<file path="src/rtl/cpu_pkg.sv">
// Shared CPU-side encodings and responder defaults for the memory slice.
package cpu_pkg;

  localparam int unsigned DATA_W_DEF  = 8;
  localparam int unsigned ADDR_W_DEF  = 16;
  localparam int unsigned DEPTH_W_DEF = 8;

  localparam logic [1:0] CPU_IDLE  = 2'b00;
  localparam logic [1:0] CPU_IN    = 2'b01;
  localparam logic [1:0] CPU_CHECK = 2'b10;
  localparam logic [1:0] CPU_RUN   = 2'b11;

  typedef enum logic [1:0] {
    ST_IDLE  = 2'b00,
    ST_LOAD  = 2'b01,
    ST_CHECK = 2'b10,
    ST_RUN   = 2'b11
  } state_e;

  function automatic state_e decode_state(logic [1:0] cpu_state);
    state_e st;
    unique case (cpu_state)
      CPU_IN:    st = ST_LOAD;
      CPU_CHECK: st = ST_CHECK;
      CPU_RUN:   st = ST_RUN;
      default:   st = ST_IDLE;
    endcase
    return st;
  endfunction

endpackage

</file>
<file path="src/rtl/mem_array.sv">
// Register-file storage: one synchronous write port, two asynchronous read ports.
// Contents are deliberately not reset so a reset preserves loaded program bytes.
module mem_array #(
  parameter int unsigned DATA_W  = 8,
  parameter int unsigned DEPTH_W = 8
) (
  input  logic               clk_i,
  input  logic               we_i,
  input  logic [DEPTH_W-1:0] waddr_i,
  input  logic [DATA_W-1:0]  wdata_i,
  input  logic [DEPTH_W-1:0] raddr_a_i,
  output logic [DATA_W-1:0]  rdata_a_o,
  input  logic [DEPTH_W-1:0] raddr_b_i,
  output logic [DATA_W-1:0]  rdata_b_o
);

  localparam int unsigned Depth = 2 ** DEPTH_W;

  logic [DATA_W-1:0] mem_q [Depth];

  always_ff @(posedge clk_i) begin
    if (we_i) begin
      mem_q[waddr_i] <= wdata_i;
    end
  end

  assign rdata_a_o = mem_q[raddr_a_i];
  assign rdata_b_o = mem_q[raddr_b_i];

endmodule

</file>
<file path="src/rtl/mem_responder.sv">
// Memory-side responder: loader intake, readback streaming and CPU read/write service,
// selected by the registered CPU state.
module mem_responder
  import cpu_pkg::*;
#(
  parameter int unsigned DATA_W  = DATA_W_DEF,
  parameter int unsigned ADDR_W  = ADDR_W_DEF,
  parameter int unsigned DEPTH_W = DEPTH_W_DEF
) (
  input  logic               clk,
  input  logic               rst,
  input  logic [1:0]         CPUstate,
  input  logic [ADDR_W-1:0]  addr,
  input  logic               mem_read,
  input  logic               mem_write,
  input  logic [DATA_W-1:0]  din,
  output logic [DATA_W-1:0]  dout,
  output logic               dout_valid,
  input  logic               ld_valid,
  input  logic [DATA_W-1:0]  ld_data,
  output logic               ld_ready,
  input  logic               chk_req,
  output logic               chk_valid,
  output logic [DATA_W-1:0]  chk_data,
  output logic [DEPTH_W-1:0] chk_addr,
  output logic               ld_full,
  output logic               conflict,
  output logic               oor
);

  state_e             state_q, state_d;
  logic [DEPTH_W-1:0] ptr_q;
  logic               ld_full_q, conflict_q, oor_q;
  logic               chk_valid_q;
  logic [DATA_W-1:0]  chk_data_q;
  logic [DEPTH_W-1:0] chk_addr_q;

  logic               state_stay;
  logic               in_range;
  logic               load_we, run_we;
  logic               mem_we;
  logic [DEPTH_W-1:0] mem_waddr;
  logic [DATA_W-1:0]  mem_wdata;
  logic [DATA_W-1:0]  run_rdata, chk_rdata;

  assign state_d    = decode_state(CPUstate);
  assign state_stay = (state_d == state_q);
  assign in_range   = (addr[ADDR_W-1:DEPTH_W] == '0);

  // A loader byte arriving in the cycle the state changes is dropped along with the pointer.
  assign load_we = (state_q == ST_LOAD) && ld_valid && !ld_full_q && state_stay;
  assign run_we  = (state_q == ST_RUN) && mem_write && !mem_read && in_range;

  always_comb begin
    mem_we    = 1'b0;
    mem_waddr = ptr_q;
    mem_wdata = ld_data;
    if (load_we) begin
      mem_we = 1'b1;
    end else if (run_we) begin
      mem_we    = 1'b1;
      mem_waddr = addr[DEPTH_W-1:0];
      mem_wdata = din;
    end
  end

  mem_array #(
    .DATA_W  (DATA_W),
    .DEPTH_W (DEPTH_W)
  ) u_mem_array (
    .clk_i     (clk),
    .we_i      (mem_we),
    .waddr_i   (mem_waddr),
    .wdata_i   (mem_wdata),
    .raddr_a_i (addr[DEPTH_W-1:0]),
    .rdata_a_o (run_rdata),
    .raddr_b_i (ptr_q),
    .rdata_b_o (chk_rdata)
  );

  always_ff @(posedge clk) begin
    if (!rst) begin
      state_q     <= ST_IDLE;
      ptr_q       <= '0;
      ld_full_q   <= 1'b0;
      conflict_q  <= 1'b0;
      oor_q       <= 1'b0;
      chk_valid_q <= 1'b0;
      chk_data_q  <= '0;
      chk_addr_q  <= '0;
    end else begin
      state_q     <= state_d;
      chk_valid_q <= 1'b0;
      if (!state_stay) begin
        ptr_q <= '0;
        if (state_d == ST_LOAD) begin
          ld_full_q <= 1'b0;
        end
      end else begin
        unique case (state_q)
          ST_LOAD: begin
            if (load_we) begin
              ptr_q <= ptr_q + 1'b1;
              if (ptr_q == '1) begin
                ld_full_q <= 1'b1;
              end
            end
          end
          ST_CHECK: begin
            if (chk_req) begin
              chk_valid_q <= 1'b1;
              chk_data_q  <= chk_rdata;
              chk_addr_q  <= ptr_q;
              ptr_q       <= ptr_q + 1'b1;
            end
          end
          default: ;
        endcase
      end
      if (state_q == ST_RUN) begin
        if (mem_read && mem_write) begin
          conflict_q <= 1'b1;
        end
        if ((mem_read || mem_write) && !in_range) begin
          oor_q <= 1'b1;
        end
      end
    end
  end

  always_comb begin
    dout       = '0;
    dout_valid = 1'b0;
    if (state_q == ST_RUN) begin
      dout_valid = mem_read;
      if (in_range) begin
        dout = run_rdata;
      end
    end
  end

  assign ld_ready  = (state_q == ST_LOAD) && !ld_full_q;
  assign chk_valid = chk_valid_q;
  assign chk_data  = chk_data_q;
  assign chk_addr  = chk_addr_q;
  assign ld_full   = ld_full_q;
  assign conflict  = conflict_q;
  assign oor       = oor_q;

endmodule

</file>
<file path="config.mk">
export PLATFORM = sky130hd
export DESIGN_NAME = mem_responder
export DESIGN_NICKNAME = d
export VERILOG_FILES = /design/src/rtl/cpu_pkg.sv /design/src/rtl/mem_array.sv /design/src/rtl/mem_responder.sv
export SDC_FILE = /design/constraint.sdc
export NUM_CORES = 2
export LEC_CHECK = 0
export ABC_AREA = 1
export CAP_MARGIN = 10
export CORE_AREA = 2 2 596 598
export CTS_CLUSTER_DIAMETER = 100
export DETAILED_ROUTE_END_ITERATION = 7
export DIE_AREA = 0 0 598 600
export PLACE_DENSITY_LB_ADDON = 0.05
export SYNTH_ARGS = -nofsm -noshare
export SYNTH_HDL_FRONTEND = slang
export SYNTH_HIERARCHICAL = 1
export SYNTH_SLANG_ARGS = --single-unit
</file>
<file path="constraint.sdc">
create_clock -name clk -period 12.63 [get_ports clk]
set_input_delay 1.263 -clock clk [delete_from_list [all_inputs] [get_ports clk]]
set_output_delay 1.263 -clock clk [all_outputs]
set_load 0.1 [all_outputs]
</file>
; ---- Word-level counts from Yosys, hierarchy flattened
; Memory sizes are Yosys's and may differ from the RTL's. A register that Yosys moved wholly into a read port is not among the register bits.
; Index checks and enable logic that the tools add are counted.
; W data, S select, Z words.
[word_totals]
reg_bits = 22
mem_bits_rw = 2048
inputBits = 40
out_inout_bits = 30
elab_cells = 68
n_memories = 1
[memory_table]
columns = memory, words, word_bits, rd, rd_clocked_by_memory_dff, wr, line_no
row1 = u_mem_array.mem_q, 256, 8, 2, 1, 1, mem_array.sv:19  ; logic [DATA_W-1:0] mem_q [Depth];
[op_classes]
add_sub_neg = 1
n_eq_ne = 14
n_mux = 21
reduce_logical = 24
[ops]
columns = operator, n
row1 = $mux W8, 8
row2 = $pmux W8 S2, 1
row3 = $mux W1, 11
row4 = $logic_and A1 B1 Y1, 9
row5 = $reduce_and A3 Y1, 3
row6 = $add A8 B1 Y8 const B, 1
row7 = $eq A2 B2 Y1 const B, 4
row8 = $eq A8 B8 Y1 const B, 1
row9 = $logic_not A8 Y1, 1
row10 = $eq A2 B1 Y1 const B, 3
row11 = $ne A2 B1 Y1 const B, 3
row12 = $pmux W2 S3, 1
row13 = $reduce_and A2 Y1, 3
row14 = $logic_not A1 Y1, 4
row15 = $ne A2 B2 Y1 const B, 2
row16 = $reduce_and A4 Y1, 1
row17 = $reduce_bool A2 Y1, 2
row18 = $eq A2 B2 Y1, 1
row19 = $logic_or A1 B1 Y1, 1

; ---- Depth between registers and ports, before layout
[depth]
depth_word = 8
mapped_depth = 17
ltp_nobuf = 13

; ---- By module
; The synthesis kept the hierarchy.
[by_module_without_submodules]
columns = mod, instances, cells_per_inst, area_per_inst_um2, seq_area_each_um2
row1 = mem_array, 1, 11556, 103538.1, 61499.0
row2 = mem_responder, 1, 246, 1619.1, 600.6

; ---- Worst setup path before layout
; OpenSTA, ideal clock, no wires.
[synth_timing]
path_type = input-to-output
from = input addr[0]
to = output dout[5]
arrival_ns = 4.664
required_ns = 11.367
setup_slack_ns = 6.703
stages = 16
path_buffers = 4
cell_sequence = buf_4 > inv_4 > buf_6 > buf_6 > buf_4 > nand2_1 > nand3_1 > nand3_1 > nand3_1 > nand3_1 > nand3_1 > nand3_1 > nand2_1 > nand2_1 > nand2_1 > nor3b_1
[synth_between]
elab_chain_cells = 3
[synth_lines]
columns = item, line_no
row1 = from (decl), mem_responder.sv:13  ; input logic [ADDR_W-1:0] addr,
row2 = $mem_v2 Z256 W8, -
row3 = named net run_rdata[5], mem_responder.sv:44  ; logic [DATA_W-1:0] run_rdata, chk_rdata;
row4 = $mux W8, mem_responder.sv:136  ; if (in_range) begin
row5 = $mux W8, mem_responder.sv:134  ; if (state_q == ST_RUN) begin
row6 = to (decl), mem_responder.sv:17  ; output logic [DATA_W-1:0] dout,
; The timed path passes the listed nets, and every way through them passes these cells.

; ---- Worst setup path after layout
; Same ends and word-level chain as after synthesis.

==> results.toml <==
[drt]
firstDrtPassIters = 6
drtIter0Drc = 10142
routed_wirelength_um = 481000
viasPerCell = 5.57
ant_nets = 0
drc = 0
wl_per_cell_um = 29.5
dr_total_vias = 90655

[grt]
track_usage = 0.260
grt-ovfl-total = 0
grt_pass1_vias = 86246
grt_pass1_wl_um = 672000
grt_start_max_net_pins = 182
antenna_found_initial = 23

[cells_and_area]
instances_no_fill = 16282
drive_gt1_frac = 0.0516
mostFrequentLayoutCell = "nand2_1"
nFillCells = 35754
layout_common_cells = "4256 x nand2_1, 4051 x nand3_1, 2048 x edfxtp_1"
area_growth_pct = 11.4
fin_util = 0.333
fin_nets = 11440

[timing]
fmax_mhz = 121
setup_viol = 0
min_period_ns = 8.28
relSlewSlack = 0.0700
drv_slew = 0
setup-tns-final_ns = 0
rsz0062_at_grt = "false"
skew_ns = 0.0518
tightest_slew_ns = 1.39
hold_viol_final = 0
fin_crit_sh = 0.656

[flow_run]
max-cap-violations = 0

[setup_path]
path_max_fanout = 146
worstPathArrival_ns = 7.02
crit_type = "in2out"
worstSetupEndpointType = "output port"
ff2ff_setup_slack_ns = 6.39
start_kind = "input port"
crit_required_ns = 11.37
r2r_cells = 16
r2r_start = "ptr_q[0]"
r2r_end = "chk_data[2]"

[synth]
ys_ff_latch = 2078
synth_top_family_by_area = "simple AND/OR/NAND/NOR gates"
yosys.area_share.simple = 0.359
synth_fa_ha_area_frac = 0.000119
syn_nets = 11843
synth-xor-area-share = 0.000250
synth_cell_types = 26
synth_area_per_cell_um2 = 8.91
ys_seq_area_frac = 0.591
synth_compound_area_frac = 0.00162
synth_cells = 11802
yosysWarnings = 6
syn_area_um2 = 105000
synthMuxAreaShare = 0

[cts]
htreeDepth = 5
cts_made_buffers = 269
cts.sink_count = 2078
postCtsSetupBuffers = 0
clock_path_buffers = 4
root_buffer = "clkbuf_16"
cts-resized-gates = 0
cts_hold_buf = 0
clk-insertion-delay-late_ns = 0.91
cts_tree = "built"
clk_pin_slew_ns = 0.05

[status]
outcome = "completed"

[floorplanning]
die_w_um = 598
coreArea_um2 = 352000
dieHeight_um = 600
ios = 70
die_area_um2 = 359000
placementRows = 218
start_util = 0.299

[pwr]
p_seq_frac = 0.475
leakage_uw = 0.0420
switching_power_uw = 3940
p_total_uw = 15900
ir_drop_mv = 0.0893
internal-power_uw = 12000
p_sw_frac = 0.247
combPwrFrac = 0.067
power_frac_clock = 0.458
power.density_nw_per_um2 = 136

[min_path]
min_from = "oor"
hold_path_depth = 2
hold_path_class = "reg2reg"
min_to = "oor"

[placed_design]
io_buffers = 69
dp_hpwl_um = 266000
place_congestion = 0.839
placed_cells = 15747
-- metrics by stage --
step	cell area, µm²	hold WS [ns]	setup slack [ns]
after detailed placement	109000	0.447	4.49
final	117000	0.453	4.35
after floorplan	105000	0.518	6.70
after global routing	117000	0.499	4.21
after global placement	109000	0.443	4.42
after CTS	117000	0.457	4.45
-- cell families after synthesis --
logic type / after synthesis
DFF: 2078
and+or+nand+nor: 8677
buffers and inverters: 1009
adders and majority gates: 1
AOI/OAI and AO/OA: 34
xor gates and xnor gates: 3
-- cell type report --
cell class	count	area, µm²	area share
Clock inverter	117	773	0.00660
Antenna cell	61	153	0.00130
Inverter	68	340	0.00290
Multi-Input combinational cell	8715	38100	0.325
Clock buffer	356	7290	0.0622
Timing Repair Buffer	267	2620	0.0223
Sequential cell	2078	62100	0.530
Tap cell	4620	5780	0.0493
-- critical path, cell delays in order --
cell             delay (ns)
buf_8                  0.46
buf_12                 0.65
buf_4                  0.72
nand2_1                0.13
nand3_1                0.11
nand3_1                0.09
nand3_1                0.12
nand3_1                0.34
nand3_1                0.35
nand3_1                0.20
nand2_1                0.24
nand2_1                0.09
nand2_1                0.46
nor3b_1                0.30
clkdlybuf4s50_1        1.18
-- registers in the layout, indices dropped and copies added (netlist names) --
name,count
chk_addr,8
ptr_q,8
oor,1
ld_full,1
chk_valid,1
state_q,2
conflict,1
u_mem_array/mem_q,2048
chk_data,8
-- power groups by stage --
stage / Combinational [µW] / Clock, µW / Sequential (µW)
5_1_grt: 1130 / 7710 / 7580
6_report: 1060 / 7300 / 7580
3_3_place_gp: 1060 / 0 / 7720
4_1_cts: 1060 / 7480 / 7580
3_5_place_dp: 1060 / 0 / 7720
2_1_floorplan: 588 / 0 / 7760
-- how the worst max path moves through the flow --
stage          startpoint      end  slack, ns
6_report          addr[0]  dout[5]       4.35
5_1_grt           addr[0]  dout[5]       4.21
3_5_place_dp      addr[0]  dout[4]       4.49
3_3_place_gp      addr[0]  dout[2]       4.42
4_1_cts           addr[0]  dout[2]       4.45
2_1_floorplan     addr[0]  dout[5]       6.70
-- cells in the mapped netlist --
cell type | instances | area (µm²)
buf_2 | 537 | 2690
nand4_1 | 3 | 18.8
dfxtp_1 | 30 | 601
nand3_1 | 4051 | 20300
nand2_1 | 4280 | 16100
nor2_1 | 321 | 1200
o21ai_0 | 17 | 85.1
clkbuf_1 | 198 | 743
edfxtp_1 | 2048 | 61500
o21ai_1 | 6 | 30.0
inv_1 | 60 | 225
nand2_2 | 1 | 6.26
nand2_4 | 2 | 22.5
nor2_4 | 1 | 11.3
nor2_2 | 8 | 50.1
nor3b_1 | 8 | 60.1
a21oi_1 | 11 | 55.1
buf_1 | 71 | 267
nand4_2 | 1 | 12.5
nor3_4 | 1 | 16.3
ha_1 | 1 | 12.5
buf_4 | 99 | 743
inv_4 | 2 | 12.5
inv_2 | 6 | 22.5
xor2_1 | 3 | 26.3
buf_6 | 36 | 405
-- layer usage --
layer / GRT usage / up-vias / wire length (µm)
li1: - / 40209 / -
met1: 0.346 / 45236 / 202000
met2: 0.411 / 4286 / 220000
met3: 0.0409 / 914 / 34900
met4: 0.128 / 10 / 23800
met5: 0 / - / 72
Note: power is estimated with default switching activity, not from simulation.
